### src/rtl/pool2d_stream.sv
// Streaming non-overlapping KxK max/average pooling over one raster-order channel.
// Per-column-window partial results live in a small buffer; one-deep output register.
module pool2d_stream #(
  parameter int WIDTH = 8,
  parameter int IMG_W = 8,
  parameter int IMG_H = 8,
  parameter int K     = 2
) (
  input  logic             clk,
  input  logic             rst,
  input  logic             en,
  input  logic             mode,
  input  logic             in_valid,
  input  logic [WIDTH-1:0] in_data,
  output logic             in_ready,
  output logic             out_valid,
  output logic [WIDTH-1:0] out_data,
  output logic             out_last,
  input  logic             out_ready
);
  localparam int LOGK  = $clog2(K);
  localparam int ACC_W = WIDTH + 2 * LOGK;
  localparam int NB    = IMG_W / K;
  localparam int CW    = (IMG_W > 1) ? $clog2(IMG_W) : 1;
  localparam int RW    = (IMG_H > 1) ? $clog2(IMG_H) : 1;
  localparam int IW    = (NB > 1) ? $clog2(NB) : 1;

  logic [CW-1:0]    col_reg;
  logic [RW-1:0]    row_reg;
  logic             mode_reg;
  logic             out_valid_reg;
  logic [WIDTH-1:0] out_data_reg;
  logic             out_last_reg;

  // Not reset: every entry is loaded by a window's first pixel before it is read.
  logic [ACC_W-1:0] part_mem [NB];

  logic             accept;
  logic             frame_start;
  logic             win_first;
  logic             win_last;
  logic             frame_end;
  logic [IW-1:0]    idx;
  logic [ACC_W-1:0] entry;
  logic [ACC_W-1:0] pix_ext;
  logic [ACC_W-1:0] acc_next;
  logic [WIDTH-1:0] result;

  // Gating with rst keeps in_ready low for the whole time reset is held.
  assign in_ready  = rst & en & (~out_valid_reg | out_ready);
  assign accept    = in_valid & in_ready;
  assign out_valid = out_valid_reg;
  assign out_data  = out_data_reg;
  assign out_last  = out_last_reg;

  assign frame_start = (col_reg == '0) && (row_reg == '0);
  assign win_first   = (col_reg[LOGK-1:0] == '0) && (row_reg[LOGK-1:0] == '0);
  assign win_last    = (col_reg[LOGK-1:0] == '1) && (row_reg[LOGK-1:0] == '1);
  assign frame_end   = (col_reg == CW'(IMG_W - 1)) && (row_reg == RW'(IMG_H - 1));
  assign idx         = IW'(col_reg >> LOGK);
  assign entry       = part_mem[idx];
  assign pix_ext     = ACC_W'(in_data);

  always_comb begin
    acc_next = pix_ext;
    if (!win_first) begin
      if (mode_reg) begin
        acc_next = entry + pix_ext;
      end else if (entry > pix_ext) begin
        acc_next = entry;
      end
    end
  end

  // Average divides by K*K with a plain shift (truncation); max fits in WIDTH bits.
  assign result = mode_reg ? WIDTH'(acc_next >> (2 * LOGK)) : acc_next[WIDTH-1:0];

  always_ff @(posedge clk) begin
    if (accept) begin
      part_mem[idx] <= acc_next;
    end
  end

  always_ff @(posedge clk or negedge rst) begin
    if (!rst) begin
      col_reg       <= '0;
      row_reg       <= '0;
      mode_reg      <= 1'b0;
      out_valid_reg <= 1'b0;
      out_data_reg  <= '0;
      out_last_reg  <= 1'b0;
    end else begin
      if (accept) begin
        if (col_reg == CW'(IMG_W - 1)) begin
          col_reg <= '0;
          row_reg <= (row_reg == RW'(IMG_H - 1)) ? '0 : row_reg + RW'(1);
        end else begin
          col_reg <= col_reg + CW'(1);
        end
        if (frame_start) begin
          mode_reg <= mode;
        end
      end
      // A completing pixel is only accepted when the register is empty or draining.
      if (accept && win_last) begin
        out_valid_reg <= 1'b1;
        out_data_reg  <= result;
        out_last_reg  <= frame_end;
      end else if (out_ready) begin
        out_valid_reg <= 1'b0;
      end
    end
  end
endmodule

### config.mk
export PLATFORM = sky130hd
export DESIGN_NAME = pool2d_stream
export DESIGN_NICKNAME = d
export VERILOG_FILES = /design/src/rtl/pool2d_stream.sv
export SDC_FILE = /design/constraint.sdc
export NUM_CORES = 1
export LEC_CHECK = 0
export CAP_MARGIN = 30
export CORE_MARGIN = 2
export CORE_UTILIZATION = 25
export DETAILED_ROUTE_END_ITERATION = 10
export DONT_BUFFER_PORTS = 1
export PLACE_DENSITY = 0.45
export SYNTH_ARGS = -nofsm -noshare
export SYNTH_HDL_FRONTEND = slang
export SYNTH_SLANG_ARGS = --single-unit
### constraint.sdc
create_clock -name clk -period 3.15 [get_ports clk]
set_clock_uncertainty 0.05 [all_clocks]
set_input_delay 0.315 -clock clk [delete_from_list [all_inputs] [get_ports clk]]
set_output_delay 0.315 -clock clk [all_outputs]
set_load 0.1 [all_outputs]
==> report_table.html <==
<table>
<tr><th>Metric</th><th>Value</th></tr>
<tr><th colspan="2">Placed design</th></tr>
<tr><td>Half-perimeter wire length after placement</td><td>approximately 6800 microns</td></tr>
<tr><td>Pre-CTS setup slack</td><td>-0.0996 ns</td></tr>
<tr><td>Final GP Congestion</td><td>between 0.9 and 1</td></tr>
<tr><td>Count of input and output buffers</td><td>0</td></tr>
<tr><th colspan="2">GRT</th></tr>
<tr><td>Maximum number of pins on one net before global-route repair</td><td>21</td></tr>
<tr><td>Number of antenna violations at the first check in global routing</td><td>0</td></tr>
<tr><td>Via count of the first global-routing pass</td><td>about 2,600</td></tr>
<tr><td>Aggregate global routing overflow</td><td>0</td></tr>
<tr><td>All-layer global routing usage</td><td>0.135</td></tr>
<tr><td>Wire length of the first global-routing pass</td><td>14,300 microns</td></tr>
<tr><th colspan="2">Power and ir drop</th></tr>
<tr><td>Power Dens Cells</td><td>between 1000 and 1500 nW/um^2</td></tr>
<tr><td>Switch Pwr</td><td>1970 uW</td></tr>
<tr><td>Leakage</td><td>0.00174 uW</td></tr>
<tr><td>Fraction of power consumed by the clock network</td><td>0.178</td></tr>
<tr><td>Fraction of power consumed by combinational cells</td><td>0.518</td></tr>
<tr><td>Sequential share of power</td><td>0.304</td></tr>
<tr><td>Switching share of total power</td><td>0.418</td></tr>
<tr><td>Internal power summed over all cells</td><td>roughly 2700 uW</td></tr>
<tr><td>Peak supply drop</td><td>~0.33 mV</td></tr>
<tr><td>Total design power</td><td>between 4000 and 5000 uW</td></tr>
<tr><th colspan="2">Clock network</th></tr>
<tr><td>Inserted Clock Buffers</td><td>9</td></tr>
<tr><td>Clock root buffer</td><td>sky130_fd_sc_hd__clkbuf_16</td></tr>
<tr><td>Total clock sinks</td><td>57</td></tr>
<tr><td>Buffers from clock root to sink, at most</td><td>2</td></tr>
<tr><td>Reg clk slew, reported paths</td><td>0.05 ns</td></tr>
<tr><td>Max H-tree Level</td><td>3</td></tr>
<tr><td>Insertion delay of the later-clocked pin in the worst-skew pair</td><td>around 0.32 ns</td></tr>
<tr><td>Clock tree from TritonCTS</td><td>done</td></tr>
<tr><th colspan="2">Timing</th></tr>
<tr><td>Final setup violation count</td><td>0</td></tr>
<tr><td>Timing-limited maximum frequency</td><td>320 MHz</td></tr>
<tr><td>Transition at the pin with the smallest max-transition slack</td><td>~0.97 ns</td></tr>
<tr><td>Period utilisation layout</td><td>0.993</td></tr>
<tr><td>Final hold slack</td><td>0.0678 ns</td></tr>
<tr><td>Worst slew margin</td><td>0.355</td></tr>
<tr><td>Unrepaired setup endpoints after global routing</td><td>true</td></tr>
<tr><td>Hold violation count in the final report</td><td>0</td></tr>
<tr><td>Final Slew Violations</td><td>0</td></tr>
<tr><td>Smallest setup slack after layout</td><td>between 0.02 and 0.025 ns</td></tr>
<tr><td>Tmin final</td><td>around 3.1 ns</td></tr>
<tr><th colspan="2">Finish</th></tr>
<tr><td>Area growth from synthesis to final layout</td><td>33.9%</td></tr>
<tr><td>Flip-flop count of the largest register, all copies and words added</td><td>40</td></tr>
<tr><td>Final core occ</td><td>0.345</td></tr>
<tr><td>Fill cells</td><td>around 1,300</td></tr>
<tr><td>Share of cells above drive strength 1</td><td>0.326</td></tr>
<tr><td>Net count of the finished layout</td><td>379</td></tr>
<tr><td>Diode count</td><td>0</td></tr>
<tr><td>Total area of multi-input combinational cells</td><td>approximately 1700 sq um</td></tr>
<tr><td>Reg area</td><td>1630 sq um</td></tr>
<tr><th colspan="2">Yosys</th></tr>
<tr><td>#FFs+latches synth</td><td>57</td></tr>
<tr><td>Parity-gate share of the synthesized area counting xor and xnor cells</td><td>0.0134</td></tr>
<tr><td>Cell Area, Synth</td><td>about 3300 sq um</td></tr>
<tr><td>Post-Syn Nets</td><td>321</td></tr>
<tr><td>Number of synthesized flops with an enable pin</td><td>40</td></tr>
<tr><td>Synthesized netlist cell count</td><td>around 280</td></tr>
<tr><td>Mux contribution to synthesized area</td><td>0.0935</td></tr>
<tr><td>Unique masters post-synth</td><td>55</td></tr>
<tr><td>Fraction of synthesis flops using an asynchronous set or reset pin</td><td>0.298</td></tr>
<tr><td>Yosys synthesis warning count</td><td>0</td></tr>
<tr><td>Area fraction in and, or, nand and nor cells after synthesis</td><td>0.141</td></tr>
<tr><td>Fraction of the mapped netlist area in compound gates</td><td>0.127</td></tr>
<tr><td>Combinational family with the most area after synthesis</td><td>simple AND/OR/NAND/NOR gates</td></tr>
<tr><td>Post-synthesis sequential area ratio</td><td>0.496</td></tr>
<tr><td>Most common flop cell mapped by yosys</td><td>sky130_fd_sc_hd__edfxtp_1</td></tr>
<tr><td>Mean post-synth cell area</td><td>approximately 12 sq um</td></tr>
<tr><td>Post-Synth Adder-Cell Area</td><td>0.0901</td></tr>
<tr><th colspan="2">Floorplanning</th></tr>
<tr><td>Area of the die</td><td>between 10,000 and 15,000 sq um</td></tr>
<tr><td>Standard-cell row count</td><td>between 40 and 50</td></tr>
<tr><td>Chip height</td><td>118 microns</td></tr>
<tr><td>Top-Level Pins</td><td>25</td></tr>
<tr><td>Initial core utilization</td><td>0.258</td></tr>
<tr><td>Placeable core region</td><td>approximately 13,000 sq um</td></tr>
<tr><td>Width of the die</td><td>roughly 120 microns</td></tr>
<tr><th colspan="2">Worst setup path</th></tr>
<tr><td>Crit Path Max Fanout</td><td>4</td></tr>
<tr><td>Start point of the critical path</td><td>col_reg[1]$_DFFE_PN0P_</td></tr>
<tr><td>Register-to-register setup slack</td><td>about 0.022 ns</td></tr>
<tr><td>Endpoint of the worst-slack reg-to-reg timing path</td><td>part_mem[0][6]$_DFFE_PP_</td></tr>
<tr><td>Worst reg2reg path startpoint</td><td>col_reg[1]$_DFFE_PN0P_</td></tr>
<tr><td>Worst setup path class</td><td>flip-flop to flip-flop</td></tr>
<tr><td>Kind of capture point of the worst setup path</td><td>flip-flop</td></tr>
<tr><td>Required time reported for the critical path endpoint</td><td>between 3 and 4 ns</td></tr>
<tr><td>Depth of the most critical reg-to-reg path</td><td>12</td></tr>
<tr><td>Data arrival, critical path</td><td>3.15 ns</td></tr>
<tr><td>Crit start category</td><td>flip-flop</td></tr>
<tr><th colspan="2">Routing</th></tr>
<tr><td>WL final</td><td>~9400 microns</td></tr>
<tr><td>Residual DRC</td><td>0</td></tr>
<tr><td>Post-DR vias/cell</td><td>4.88</td></tr>
<tr><td>Antenna violation net count after detailed routing</td><td>0</td></tr>
<tr><td>Iteration-0 DRC count of the detailed router</td><td>205</td></tr>
<tr><td>Router iterations before antenna repair</td><td>4</td></tr>
<tr><td>Via count</td><td>~2,500</td></tr>
<tr><td>Post-detailed-route wirelength per cell</td><td>about 18 microns</td></tr>
<tr><th colspan="2">Outcome</th></tr>
<tr><td>Status</td><td>complete, no violations</td></tr>
<tr><th colspan="2">Worst hold path</th></tr>
<tr><td>Hold WC Path Type</td><td>input pin to flip-flop</td></tr>
<tr><td>Depth of the worst hold-timing path</td><td>2</td></tr>
<tr><td>Worst Hold Endpoint</td><td>mode_reg$_DFFE_PN0P_</td></tr>
<tr><td>Startpoint of the lowest-slack hold path</td><td>mode</td></tr>
<tr><th colspan="2">Flow run</th></tr>
<tr><td>Number of max-cap violations</td><td>0</td></tr>
</table>
worst max path at each step:
stage | endpoint | slack [ns] | cells after the start
after detailed placement | part_mem[2][6]$_DFFE_PP_ | -0.1 | 10
final | part_mem[0][6]$_DFFE_PP_ | 0.02 | 12
after CTS | part_mem[2][0]$_DFFE_PP_ | -0.02 | 11
after global routing | part_mem[0][6]$_DFFE_PP_ | -0.07 | 12
after floorplan | part_mem[0][6]$_DFFE_PP_ | 0.03 | 11
after global placement | part_mem[2][5]$_DFFE_PP_ | -0.16 | 10
through the flow:
step	setup TNS (ns)	cell area (sq um)	instances
3_3_place_gp	-2.08	3800	494
3_5_place_dp	-1.54	3800	494
6_report	0	4390	519
5_1_grt	-1.64	4390	519
2_1_floorplan	0	3280	284
4_1_cts	-0.0980	4150	513
Yosys cell counts, drive strengths merged (2+ instances only):
master / count / share of area
nand3: 7 / 0.011
ha: 22 / 0.084
and4: 2 / 0.0053
nor4: 2 / 0.0038
a222oi: 2 / 0.0061
edfxtp: 40 / 0.37
buf: 4 / 0.0065
a221o: 3 / 0.0092
a32oi: 2 / 0.0053
and2: 4 / 0.0076
clkbuf: 5 / 0.0057
xor2: 3 / 0.0080
nor2: 21 / 0.025
nand4: 2 / 0.0038
a221oi: 2 / 0.0053
a21oi: 7 / 0.011
a211oi: 3 / 0.0069
inv: 23 / 0.026
o221ai: 2 / 0.0053
o211ai: 7 / 0.016
o21a: 2 / 0.0046
a21o: 2 / 0.0046
nand2b: 4 / 0.0076
nor3: 10 / 0.015
mux4: 11 / 0.078
o31ai: 3 / 0.0069
nand2: 27 / 0.031
a211o: 2 / 0.0053
o21ai: 12 / 0.018
and3: 3 / 0.0057
nand3b: 3 / 0.0080
mux2i: 4 / 0.012
nor2b: 2 / 0.0038
dfrtp: 17 / 0.13
xnor2: 2 / 0.0053
or3: 2 / 0.0038
o21bai: 3 / 0.0069
cell type report:
cell class,instances,area share
sequential,57,0.371
clock buffer,12,0.0562
tap,172,0.0491
inverter,23,0.0197
clock inverter,4,0.00456
timing repair buffer,56,0.104
multi-input combinational,195,0.395
logic make-up (layout without fill, tap and decap cells):
family	count (synthesis)	after routing
adders and majority gates	23	23
xor gates and xnor gates	5	5
muxes	16	16
DFF	57	57
and+or+nand+nor	93	93
AOI/OAI and AO/OA	58	58
buffers and inverters	32	95
per-layer routing:
| metal | up-vias | global-route usage | wire length, microns |
|---|---|---|---|
| met5 | - | 0 | 0 |
| li1 | 1193 | - | - |
| met4 | 0 | 0.0826 | 257 |
| met3 | 18 | 0.0285 | 399 |
| met1 | 1262 | 0.170 | 4170 |
| met2 | 58 | 0.213 | 4580 |
layout by cell type (no fill, tap or decap), types with 5 or more instances in the layout:
cell                        count
sky130_fd_sc_hd__nand2_1       26
sky130_fd_sc_hd__o21ai_0       10
sky130_fd_sc_hd__dfrtp_1       17
sky130_fd_sc_hd__mux4_2         9
sky130_fd_sc_hd__a21oi_1        5
sky130_fd_sc_hd__ha_1          13
sky130_fd_sc_hd__buf_4         50
sky130_fd_sc_hd__nor2_1        15
sky130_fd_sc_hd__edfxtp_1      40
sky130_fd_sc_hd__nor2_2         5
sky130_fd_sc_hd__o211ai_1       7
sky130_fd_sc_hd__nand3_1        6
sky130_fd_sc_hd__inv_1         21
sky130_fd_sc_hd__ha_4           7
sky130_fd_sc_hd__nor3_1         9
sky130_fd_sc_hd__clkbuf_16      9
power groups by stage:
stage          sequential, uW  combinational [uW]  clock (uW)
6_report                 1430                2440         842
5_1_grt                  1450                2640         906
4_1_cts                  1430                2120         877
3_5_place_dp             1450                1990           0
3_3_place_gp             1450                2010           0
2_1_floorplan            1380                1230           0
repair_timing:
action,CTS,global route
pin swaps,2,18
endpoints found under the setup margin,28,44
hold buffers,1,0
buffers inserted,2,6
resized for setup,8,33
endpoints found under the hold margin,17,0
worst max-delay path: stages (launching register included):
cell                       delay (ns)
sky130_fd_sc_hd__dfrtp_1         0.41
sky130_fd_sc_hd__buf_6           0.15
sky130_fd_sc_hd__buf_4           0.13
sky130_fd_sc_hd__mux4_2          0.37
sky130_fd_sc_hd__ha_2            0.22
sky130_fd_sc_hd__inv_1           0.06
sky130_fd_sc_hd__fa_1            0.40
sky130_fd_sc_hd__o21bai_1        0.21
sky130_fd_sc_hd__a21oi_2         0.13
sky130_fd_sc_hd__or3_1           0.39
sky130_fd_sc_hd__nand3_2         0.12
sky130_fd_sc_hd__a222oi_1        0.07
sky130_fd_sc_hd__buf_4           0.18
(Power assumes the default switching activity.)
